File: src/rtl/input_conditioner_pkg.sv
// input_conditioner_pkg
//   Items shared by the input conditioner and the logic around it:
//   - bit positions of the compass buttons on the input bus
//   - default timing values for the 33 MHz board clock
//   - clog2_f, a ceiling-log2 helper that never returns less than 1
package input_conditioner_pkg;

  // Bit positions of the compass buttons on the conditioner bus
  localparam int B_CENTER = 0;
  localparam int B_EAST   = 1;
  localparam int B_NORTH  = 2;
  localparam int B_SOUTH  = 3;
  localparam int B_WEST   = 4;

  // Default timing for CLK_33MHZ_FPGA
  localparam int WIDTH_DEF            = 7;
  localparam int SYNC_STAGES_DEF      = 2;
  localparam int SAMPLE_COUNT_MAX_DEF = 25_080;  // 0.76 ms sample interval
  localparam int PULSE_COUNT_MAX_DEF  = 150;     // samples to accept a new level
  localparam int REPEAT_DELAY_DEF     = 658;     // ~0.5 s before the first repeat
  localparam int REPEAT_PERIOD_DEF    = 132;     // ~0.1 s between repeats

  // Ceiling log2, clamped to at least 1 so it can size a counter holding 0
  function automatic int clog2_f(input int value);
    int r;
    r = 0;
    for (int i = 0; i < 31; i++) begin
      if ((32'sd1 <<< i) < value) r = i + 1;
    end
    return (r < 1) ? 1 : r;
  endfunction

endpackage

File: src/rtl/conditioner_channel.sv
// conditioner_channel
//   Handles one input bit: a synchronizer, a symmetric debouncer, registered
//   press/release edge pulses, and optional hold-to-repeat.
//   The repeat feature is built only when INPUT_CONDITIONER_REPEAT_EN is
//   defined.
// Ports:
//   clk       : system clock
//   reset_b   : asynchronous active-low reset
//   tick_i    : shared sample strobe, one cycle wide
//   in_i      : raw asynchronous pin level
//   level_o   : debounced level
//   press_o   : one-cycle pulse when level_o first reads 1 (and on repeats)
//   release_o : one-cycle pulse when level_o first reads 0
module conditioner_channel
  import input_conditioner_pkg::*;
#(
  parameter int SYNC_STAGES     = 2,
  parameter int PULSE_COUNT_MAX = 150,
  parameter int REPEAT_DELAY    = 658,
  parameter int REPEAT_PERIOD   = 132
) (
  input  logic clk,
  input  logic reset_b,
  input  logic tick_i,
  input  logic in_i,
  output logic level_o,
  output logic press_o,
  output logic release_o
);

  localparam int DW = clog2_f(PULSE_COUNT_MAX + 1);
  localparam logic [DW-1:0] DCNT_LAST = DW'(PULSE_COUNT_MAX - 1);

  logic [SYNC_STAGES-1:0] sync_q;
  logic                   s;
  logic [DW-1:0]          dcnt_q, dcnt_d;
  logic                   level_q, level_d;
  logic                   press_q, press_d;
  logic                   release_q, release_d;
  logic                   rise, fall, rep_fire;

  // Synchronizer chain; the oldest stage feeds the debouncer
  always_ff @(posedge clk or negedge reset_b) begin
    if (!reset_b) sync_q <= '0;
    else          sync_q <= {sync_q[SYNC_STAGES-2:0], in_i};
  end
  assign s = sync_q[SYNC_STAGES-1];

  // Debouncer. Any cycle where the input agrees with the level clears the
  // count, so even a one-cycle glitch restarts the whole debounce.
  always_comb begin
    dcnt_d  = dcnt_q;
    level_d = level_q;
    if (s == level_q) begin
      dcnt_d = '0;
    end else if (tick_i) begin
      if (dcnt_q == DCNT_LAST) begin
        level_d = ~level_q;
        dcnt_d  = '0;
      end else begin
        dcnt_d = dcnt_q + 1'b1;
      end
    end
  end

  assign rise =  level_d & ~level_q;
  assign fall = ~level_d &  level_q;

`ifdef INPUT_CONDITIONER_REPEAT_EN
  localparam int REP_MAX = (REPEAT_DELAY > REPEAT_PERIOD) ? REPEAT_DELAY : REPEAT_PERIOD;
  localparam int RW      = clog2_f(REP_MAX + 1);

  logic [RW-1:0] rcnt_q, rcnt_d;
  logic          rphase_q, rphase_d;  // 0: waiting out the delay, 1: periodic

  // The counter runs only while the level stays high across the edge.
  // The rising cycle (level_q==0) and the release cycle (level_d==0) both
  // clear it, so a release never coincides with a repeat.
  always_comb begin
    rcnt_d   = rcnt_q;
    rphase_d = rphase_q;
    rep_fire = 1'b0;
    if (!(level_q && level_d)) begin
      rcnt_d   = '0;
      rphase_d = 1'b0;
    end else if (tick_i) begin
      if (!rphase_q && (rcnt_q == RW'(REPEAT_DELAY - 1))) begin
        rep_fire = 1'b1;
        rcnt_d   = '0;
        rphase_d = 1'b1;
      end else if (rphase_q && (rcnt_q == RW'(REPEAT_PERIOD - 1))) begin
        rep_fire = 1'b1;
        rcnt_d   = '0;
      end else begin
        rcnt_d = rcnt_q + 1'b1;
      end
    end
  end

  always_ff @(posedge clk or negedge reset_b) begin
    if (!reset_b) begin
      rcnt_q   <= '0;
      rphase_q <= 1'b0;
    end else begin
      rcnt_q   <= rcnt_d;
      rphase_q <= rphase_d;
    end
  end
`else
  assign rep_fire = 1'b0;
`endif

  // Pulses are registered on the same edge as the level, so they line up
  // with the level change with no extra cycle.
  assign press_d   = rise | rep_fire;
  assign release_d = fall;

  always_ff @(posedge clk or negedge reset_b) begin
    if (!reset_b) begin
      dcnt_q    <= '0;
      level_q   <= 1'b0;
      press_q   <= 1'b0;
      release_q <= 1'b0;
    end else begin
      dcnt_q    <= dcnt_d;
      level_q   <= level_d;
      press_q   <= press_d;
      release_q <= release_d;
    end
  end

  assign level_o   = level_q;
  assign press_o   = press_q;
  assign release_o = release_q;

endmodule

File: src/rtl/input_conditioner.sv
// input_conditioner
//   An N-channel front end for the mechanical board inputs. One shared
//   sample-tick generator drives WIDTH independent conditioner_channel
//   instances. Defining INPUT_CONDITIONER_REPEAT_EN adds hold-to-repeat
//   press pulses.
// Ports:
//   clk       : system clock (CLK_33MHZ_FPGA)
//   reset_b   : asynchronous active-low reset
//   in_i      : raw pin levels, active-high, [WIDTH]
//   level_o   : debounced levels, [WIDTH]
//   press_o   : one-cycle press pulses, [WIDTH]
//   release_o : one-cycle release pulses, [WIDTH]
//   The data ports carry _i/_o suffixes. Without a suffix the release output
//   would clash with a reserved word of the language.
module input_conditioner
  import input_conditioner_pkg::*;
#(
  parameter int WIDTH            = WIDTH_DEF,
  parameter int SYNC_STAGES      = SYNC_STAGES_DEF,
  parameter int SAMPLE_COUNT_MAX = SAMPLE_COUNT_MAX_DEF,
  parameter int PULSE_COUNT_MAX  = PULSE_COUNT_MAX_DEF,
  parameter int REPEAT_DELAY     = REPEAT_DELAY_DEF,
  parameter int REPEAT_PERIOD    = REPEAT_PERIOD_DEF
) (
  input  logic             clk,
  input  logic             reset_b,
  input  logic [WIDTH-1:0] in_i,
  output logic [WIDTH-1:0] level_o,
  output logic [WIDTH-1:0] press_o,
  output logic [WIDTH-1:0] release_o
);

  localparam int CW = clog2_f(SAMPLE_COUNT_MAX);
  localparam logic [CW-1:0] CNT_LAST = CW'(SAMPLE_COUNT_MAX - 1);

  logic [CW-1:0] cnt_q, cnt_d;
  logic          tick;

  // Shared sample counter: counts 0..SAMPLE_COUNT_MAX-1 and wraps. The tick
  // is the wrap cycle.
  assign tick  = (cnt_q == CNT_LAST);
  assign cnt_d = tick ? '0 : cnt_q + 1'b1;

  always_ff @(posedge clk or negedge reset_b) begin
    if (!reset_b) cnt_q <= '0;
    else          cnt_q <= cnt_d;
  end

  for (genvar g = 0; g < WIDTH; g++) begin : g_ch
    conditioner_channel #(
      .SYNC_STAGES     (SYNC_STAGES),
      .PULSE_COUNT_MAX (PULSE_COUNT_MAX),
      .REPEAT_DELAY    (REPEAT_DELAY),
      .REPEAT_PERIOD   (REPEAT_PERIOD)
    ) u_ch (
      .clk       (clk),
      .reset_b   (reset_b),
      .tick_i    (tick),
      .in_i      (in_i[g]),
      .level_o   (level_o[g]),
      .press_o   (press_o[g]),
      .release_o (release_o[g])
    );
  end

endmodule

File: config.mk
export PLATFORM = sky130hd
export DESIGN_NAME = input_conditioner
export DESIGN_NICKNAME = d
export VERILOG_FILES = /design/src/rtl/input_conditioner_pkg.sv /design/src/rtl/conditioner_channel.sv /design/src/rtl/input_conditioner.sv
export SDC_FILE = /design/constraint.sdc
export NUM_CORES = 1
export LEC_CHECK = 0
export ABC_AREA = 1
export BUFFER_PORTS_ARGS = -buffer_cell sky130_fd_sc_hd__buf_2
export CAP_MARGIN = 20
export CORE_UTILIZATION = 45
export DETAILED_ROUTE_END_ITERATION = 16
export SKIP_LAST_GASP = 1
export SLEW_MARGIN = 5
export SYNTH_ARGS = -nofsm -noshare
export SYNTH_HDL_FRONTEND = slang
export SYNTH_HIERARCHICAL = 1
export SYNTH_SLANG_ARGS = --single-unit
File: constraint.sdc
create_clock -name clk -period 3.1 [get_ports clk]
set_clock_uncertainty 0.15 [all_clocks]
set_input_delay 0.62 -clock clk [delete_from_list [all_inputs] [get_ports clk]]
set_output_delay 0.62 -clock clk [all_outputs]
set_load 0.05 [all_outputs]
==> summary.md, run 1 <==
| Metric | Value |
|---|---|
| Peak Freq | `434 MHz` |
| Post-synth EDFFs | `0` |
| Initial Util | `46.1%` |
| DP HPWL | `7260 um` |
| Max cap viols | `0` |
| Worst-margin pin slew | `0.480 ns` |
| # setup viols final | `0` |
| Tcrit/Tclk final | `74.3%` |
| Clock Latency Late Sink | `0.35 ns` |
| Deepest clock path buffer count | `2` |
| TritonCTS clock tree | `built` |
| Setup_tns | `0 ns` |
| Root buffer cell | `clkbuf_16` |
| Die W | `115 um` |
| Number of global-route vias before repair | `4257` |
| Antenna violations before repair | `0` |
| Yosys reg bits | `106` |
| Die area | `13300 sq um` |
| GPL Wtd Cong | `0.824` |
| Vias | `4416` |
| Setup Fix Bufs, Post-CTS | `0` |
| Critical path type | `reg2reg` |
| First-pass GRT wire length | `18300 um` |
| Slew headroom | `68.0%` |
| Endpoint class of the critical path | `register` |
| Post-DP Area | `6180 sq um` |
| Final Hold Viols | `0` |
| Antenna cells | `0` |
| Pre-CTS WS | `0.784 ns` |
| Largest net degree at the start of global routing | `71` |
| Peak supply drop | `234 uV` |
| Count leader, synth | `nand2_1` |
| Unrepaired setup endpoints after global routing | `no` |
| Num Clock Sinks | `106` |
| Syn_area_per_cell | `7.98 sq um` |
| Met2 routed WL | `4840 um` |
| # DRC | `0` |
| Register area | `2650 sq um` |
| Grt ovf | `0` |
| Ys flop type | `dfrtp_1` |
| Post-Layout Inst Area | `6470 sq um` |
| Total CTS buffers | `9` |
| Top layer in use | `met4` |
| Post-synth top cells | `nand2_1 (178), dfrtp_1 (106), inv_1 (106)` |
| Avg Vias per Cell | `4.68` |
| Syn Nets | `750` |
| H-tree Lvls | `3` |
| Crit Path Max Fanout | `32` |
| WL met1 | `4840 um` |
| Critical path arrival | `2.40 ns` |
| Area leader, netlist | `dfrtp_1` |
| Mapped Area | `5790 sq um` |
| Power density over the cells | `411 nW/um^2` |
| CP required | `3.20 ns` |
| Final Critical Period | `2.30 ns` |
| Routed Antenna Nets | `0` |
| Initial drt markers | `143` |
| I/O pin total | `30` |
| Layout cells sized above 1 | `18.0%` |
| Leak Pwr | `3.35 nW` |
| Gr usage total | `17.3%` |
| Status | `finished clean` |
| Total power | `2.66 mW` |
| Nets | `791` |
| Synth area leaders | `dfrtp_1 (46%), nand2_1 (12%), inv_1 (6.9%)` |
| Startpoint Class | `register` |
| Footprint of the multi-input gates | `2710 sq um` |
| Cell count after synthesis | `726` |
| CTS clk-pin slew, worst paths | `0.07 ns` |
| Port Buffer Count | `29` |
| Register area share after synthesis | `45.8%` |
| Async set-reset flop share out of synthesis | `100%` |
| Routed WL | `10100 um` |
| Cts hold-fix bufs | `0` |
| Drt first pass iters | `4` |
| Synth warnings | `6` |
| Slew Viols, Final | `0` |
| Core Region | `12600 sq um` |
| Cell Rows | `41` |
| Die Y-Extent | `115 um` |
| Setup ws final | `0.798 ns` |
| Met3 routed WL | `247 um` |
| Area delta synth->final | `11.8%` |
| Share of the synthesized area in the top cell type | `45.8%` |
| Hold Crit Class | `in2async` |
| Post-CTS sizing | `0` |
| Wirelength per Cell | `10.7 um` |
| Synth unique cells | `24` |
| Fillers | `1202` |
-- power breakdown --
group | switching [mW] | internal [mW] | total, mW
registers | 0.0121 | 1.40 | 1.41
clock network | 0.516 | 0.617 | 1.13
logic | 0.0845 | 0.0349 | 0.119
-- kinds of logic after synthesis --
group | synth area share (%)
simple gates | 37.1
compound gates | 5.33
fa+ha+maj | 3.24
xor+xnor | 1.06
buf+inv | 7.49
flops | 45.8
-- worst paths after layout --
kind | startpoint | end | slack, ns | cells past startpoint
max | cnt_q[0] | g_ch[5].u_ch/level_o | 0.80 | 10
min | reset_b | g_ch[3].u_ch/dcnt_q[4] | 0.07 | 1
max reg2reg | cnt_q[0] | g_ch[5].u_ch/level_o | 0.80 | 10
min reg2reg | g_ch[1].u_ch/sync_q[0] | g_ch[1].u_ch/sync_q[1] | 0.20 | 0
max in group asynchronous | reset_b | g_ch[5].u_ch/dcnt_q[4] | 2.01 | 2
min in group clk | g_ch[1].u_ch/sync_q[0] | g_ch[1].u_ch/sync_q[1] | 0.20 | 0
-- metal layers --
metal / track usage (%) / up-vias
li1: - / 2322
met2: 29.1 / 40
met3: 3.09 / 12
met5: 0 / -
met4: 8.31 / 0
met1: 21.5 / 2042
-- critical path, cell delays in order, from the launching register on --
cell     delay [ns]
dfrtp_1        0.41
ha_1           0.29
nand2_1        0.13
nor3_2         0.20
nand2_2        0.10
inv_4          0.29
nand2_1        0.16
nor2_4         0.14
nand2_2        0.11
o21ai_1        0.15
inv_1          0.05
-- through the flow --
stage | util [%] | hold slack [ns] | instances
4_1_cts | 51.5 | 0.0862 | 944
5_1_grt | 51.5 | 0.116 | 944
3_5_place_dp | 49.1 | 0.186 | 928
6_report | 51.5 | 0.0696 | 944
2_1_floorplan | - | 0.174 | 726
3_3_place_gp | 49.1 | 0.181 | 928
-- layout make-up --
cell class / instances / area share [%]
timing repair buffer: 30 / 2.59
multi-input combinational: 505 / 41.8
clock buffer: 12 / 4.12
tap: 172 / 3.32
clock inverter: 4 / 0.502
inverter: 115 / 6.71
sequential: 106 / 41.0
-- cell usage in the layout, fill, tap and decap left out, types with 3 or more instances in the layout --
cell / instances
nor3_1: 22
ha_1: 15
nand3_1: 55
nor2_2: 18
inv_1: 106
nand2_4: 14
dfrtp_1: 106
nand2_2: 27
nor2_4: 9
clkbuf_16: 9
o21ai_1: 8
nor2_1: 101
nand3_4: 7
nand4_1: 4
nand2_1: 178
a21oi_1: 28
clkbuf_8: 3
inv_2: 8
a21oi_4: 7
xor2_1: 5
buf_2: 28
-- state kept, by name, indices dropped and copies added, names as in the netlist --
name / flops
g_ch.u_ch/dcnt_q: 56
cnt_q: 15
g_ch.u_ch/sync_q: 14
g_ch.u_ch/level_o: 7
g_ch.u_ch/press_o: 7
g_ch.u_ch/release_o: 7
No activity file was read; power rests on OpenSTA's default activity.
==> run 2, diff against run 1 <==
- clock period: 3.1 -> 1.86 ns (I/O delays scaled with it)
==> run 2 against run 1 <==
  * Core utilization rose by 3.9 points
  * Sequential share of layout area down 2.9 points
  * Global-route usage rose by 0.39 points
  * Critical path depth rose by 1
  * First-iteration DRC count grew 33%
  * Via count is 6.0% higher
  * Non-clock buffer count up 32
  * Sequential power rose by 67%
  * Register-to-register slack worse by 0.78 ns
  * Critical path type unchanged
  * Largest cell class unchanged
  * Largest power group unchanged
==> summary.md, run 2 (synthesis gave the netlist of run 1 again) <==
| Metric | Value |
|---|---|
| Status | `finished clean` |
| I/O pin total | `30` |
| Die Y-Extent | `115 um` |
| Cell Rows | `41` |
| Layout cells sized above 1 | `24.5%` |
| Regs by FF count | `g_ch.u_ch/dcnt_q: 56 flops, cnt_q: 15 flops, g_ch.u_ch/sync_q: 14 flops` |
| Core Region | `12600 sq um` |
| Most frequent cells in the layout | `nand2_1 (167), dfrtp_1 (106), inv_1 (105), nor2_1 (99), nand3_1 (53)` |
| TritonCTS clock tree | `built` |
| Die W | `115 um` |
| Die area | `13300 sq um` |
| Slew Viols, Final | `0` |
| Placed cell count | `948` |
| Antenna cells | `0` |
| Final Critical Period | `1.85 ns` |
| Largest register by flop count | `g_ch.u_ch/dcnt_q` |
| Wirelength per Cell | `11.5 um` |
| Max cap viols | `0` |
| CTS clk-pin slew, worst paths | `0.08 ns` |
| Peak supply drop | `626 uV` |
| # setup viols final | `0` |
| First-pass GRT wire length | `18900 um` |
| Critical path type | `reg2reg` |
| Final std cells w/o fill | `983` |
| Routed Antenna Nets | `0` |
| Fillers | `1165` |
| Leading cell type in the layout, fill and taps excluded | `nand2_1` |
| Final Hold Viols | `0` |
| Routed WL | `11300 um` |
| DP HPWL | `7430 um` |
| Total CTS buffers | `9` |
| Antenna violations before repair | `0` |
| Gr usage total | `17.7%` |
| Post-DP Area | `6360 sq um` |
| Largest net degree at the start of global routing | `107` |
| Avg Vias per Cell | `4.76` |
| Nets | `830` |
| Hold_ws | `0.206 ns` |
| Critical path arrival | `1.99 ns` |
| Clock Latency Late Sink | `0.36 ns` |
| Slew headroom | `61.9%` |
| Reg2reg path depth | `11` |
| Area delta synth->final | `20.2%` |
| Total power | `4.38 mW` |
| Leak Pwr | `3.74 nW` |
| CP required | `2.01 ns` |
| Number of flip-flops in the largest register | `56` |
| Root buffer cell | `clkbuf_16` |
| Setup ws final | `0.0132 ns` |
| Post-Layout Inst Area | `6960 sq um` |
| Crit Path Max Fanout | `6` |
| Power density over the cells | `629 nW/um^2` |
| Grt ovf | `0` |
| Startpoint Class | `register` |
| Vias | `4683` |
| Pre-CTS WS | `-0.0560 ns` |
| Unrepaired setup endpoints after global routing | `yes` |
| Worst-margin pin slew | `0.571 ns` |
| # DRC | `0` |
| Peak Freq | `541 MHz` |
| Number of global-route vias before repair | `4338` |
| Hold Crit Class | `reg2reg` |
| Tcrit/Tclk final | `99.3%` |
| Endpoint class of the critical path | `register` |
| Initial drt markers | `190` |
| Drt first pass iters | `4` |
| Port Buffer Count | `29` |
| Deepest clock path buffer count | `2` |
| Hold Crit Depth | `0` |
| H-tree Lvls | `3` |
| GPL Wtd Cong | `0.810` |
| Initial Util | `46.1%` |
| Num Clock Sinks | `106` |
==> run 2: changes by cell type in the layout (fill, tap and decap cells not counted), sizes merged, moves of 3 or more <==
cell	previous run	this run
clkbuf	12	9
clkinv	0	5
dlygate4sd3	0	8
buf	30	54
nand3	63	68
==> run 2: report_power, final <==
part           internal [mW]  switching [mW]  total (mW)
registers               2.33          0.0223        2.35
clock network          0.918           0.884        1.80
logic                 0.0753           0.151       0.227
==> run 2: final timing paths <==
check | end | slack [ns] | from
worst max-delay path | g_ch[3].u_ch/dcnt_q[1] | 0.01 | cnt_q[1]
worst min-delay path | g_ch[4].u_ch/sync_q[1] | 0.21 | g_ch[4].u_ch/sync_q[0]
max in group asynchronous | g_ch[0].u_ch/dcnt_q[5] | 0.65 | reset_b
worst min register to register | g_ch[4].u_ch/sync_q[1] | 0.21 | g_ch[4].u_ch/sync_q[0]
min in group asynchronous | g_ch[3].u_ch/dcnt_q[3] | 0.48 | reset_b
worst max register to register | g_ch[3].u_ch/dcnt_q[1] | 0.01 | cnt_q[1]
==> run 2: repair_timing <==
action | in CTS | in global routing
pin swaps | 0 | 9
cloned | 0 | 7
endpoints found under the hold margin | 113 | 0
hold buffers | 8 | 0
buffers inserted | 0 | 4
gates resized for setup | 1 | 35
endpoints found under the setup margin | 7 | 77
==> run 2: stage by stage <==
stage,util [%],TNS (ns)
after floorplan,-,0
after global placement,50.6,0
after detailed placement,50.6,-0.0764
after CTS,53.5,-0.0811
after global routing,55.4,-3.78
final,55.4,0
==> run 2: per-layer routing <==
layer,share of wire (%),GRT usage [%]
met1,45,21.3
met2,50,31.0
met3,3.1,5.07
met4,1.6,4.42
met5,0,0
==> run 2: layout make-up <==
type	instances	area, sq um	area share [%]
clock inverter	7	50.0	0.719
clock buffer	9	225	3.23
inverter	115	444	6.38
tap	172	215	3.09
timing repair buffer	62	428	6.14
sequential	106	2650	38.1
timing repair inverter	2	22.5	0.323
multi-input combinational	510	2930	42.0
==> run 2: worst max-delay path: stages, from the launching register on <==
cell	delay [ns]
dfrtp_1	0.41
ha_4	0.18
nand2_4	0.08
nor3_4	0.04
nand2_4	0.18
clkinv_8	0.12
inv_1	0.18
nand3_4	0.12
buf_4	0.15
nand2_1	0.04
nand3_1	0.07
inv_1	0.06
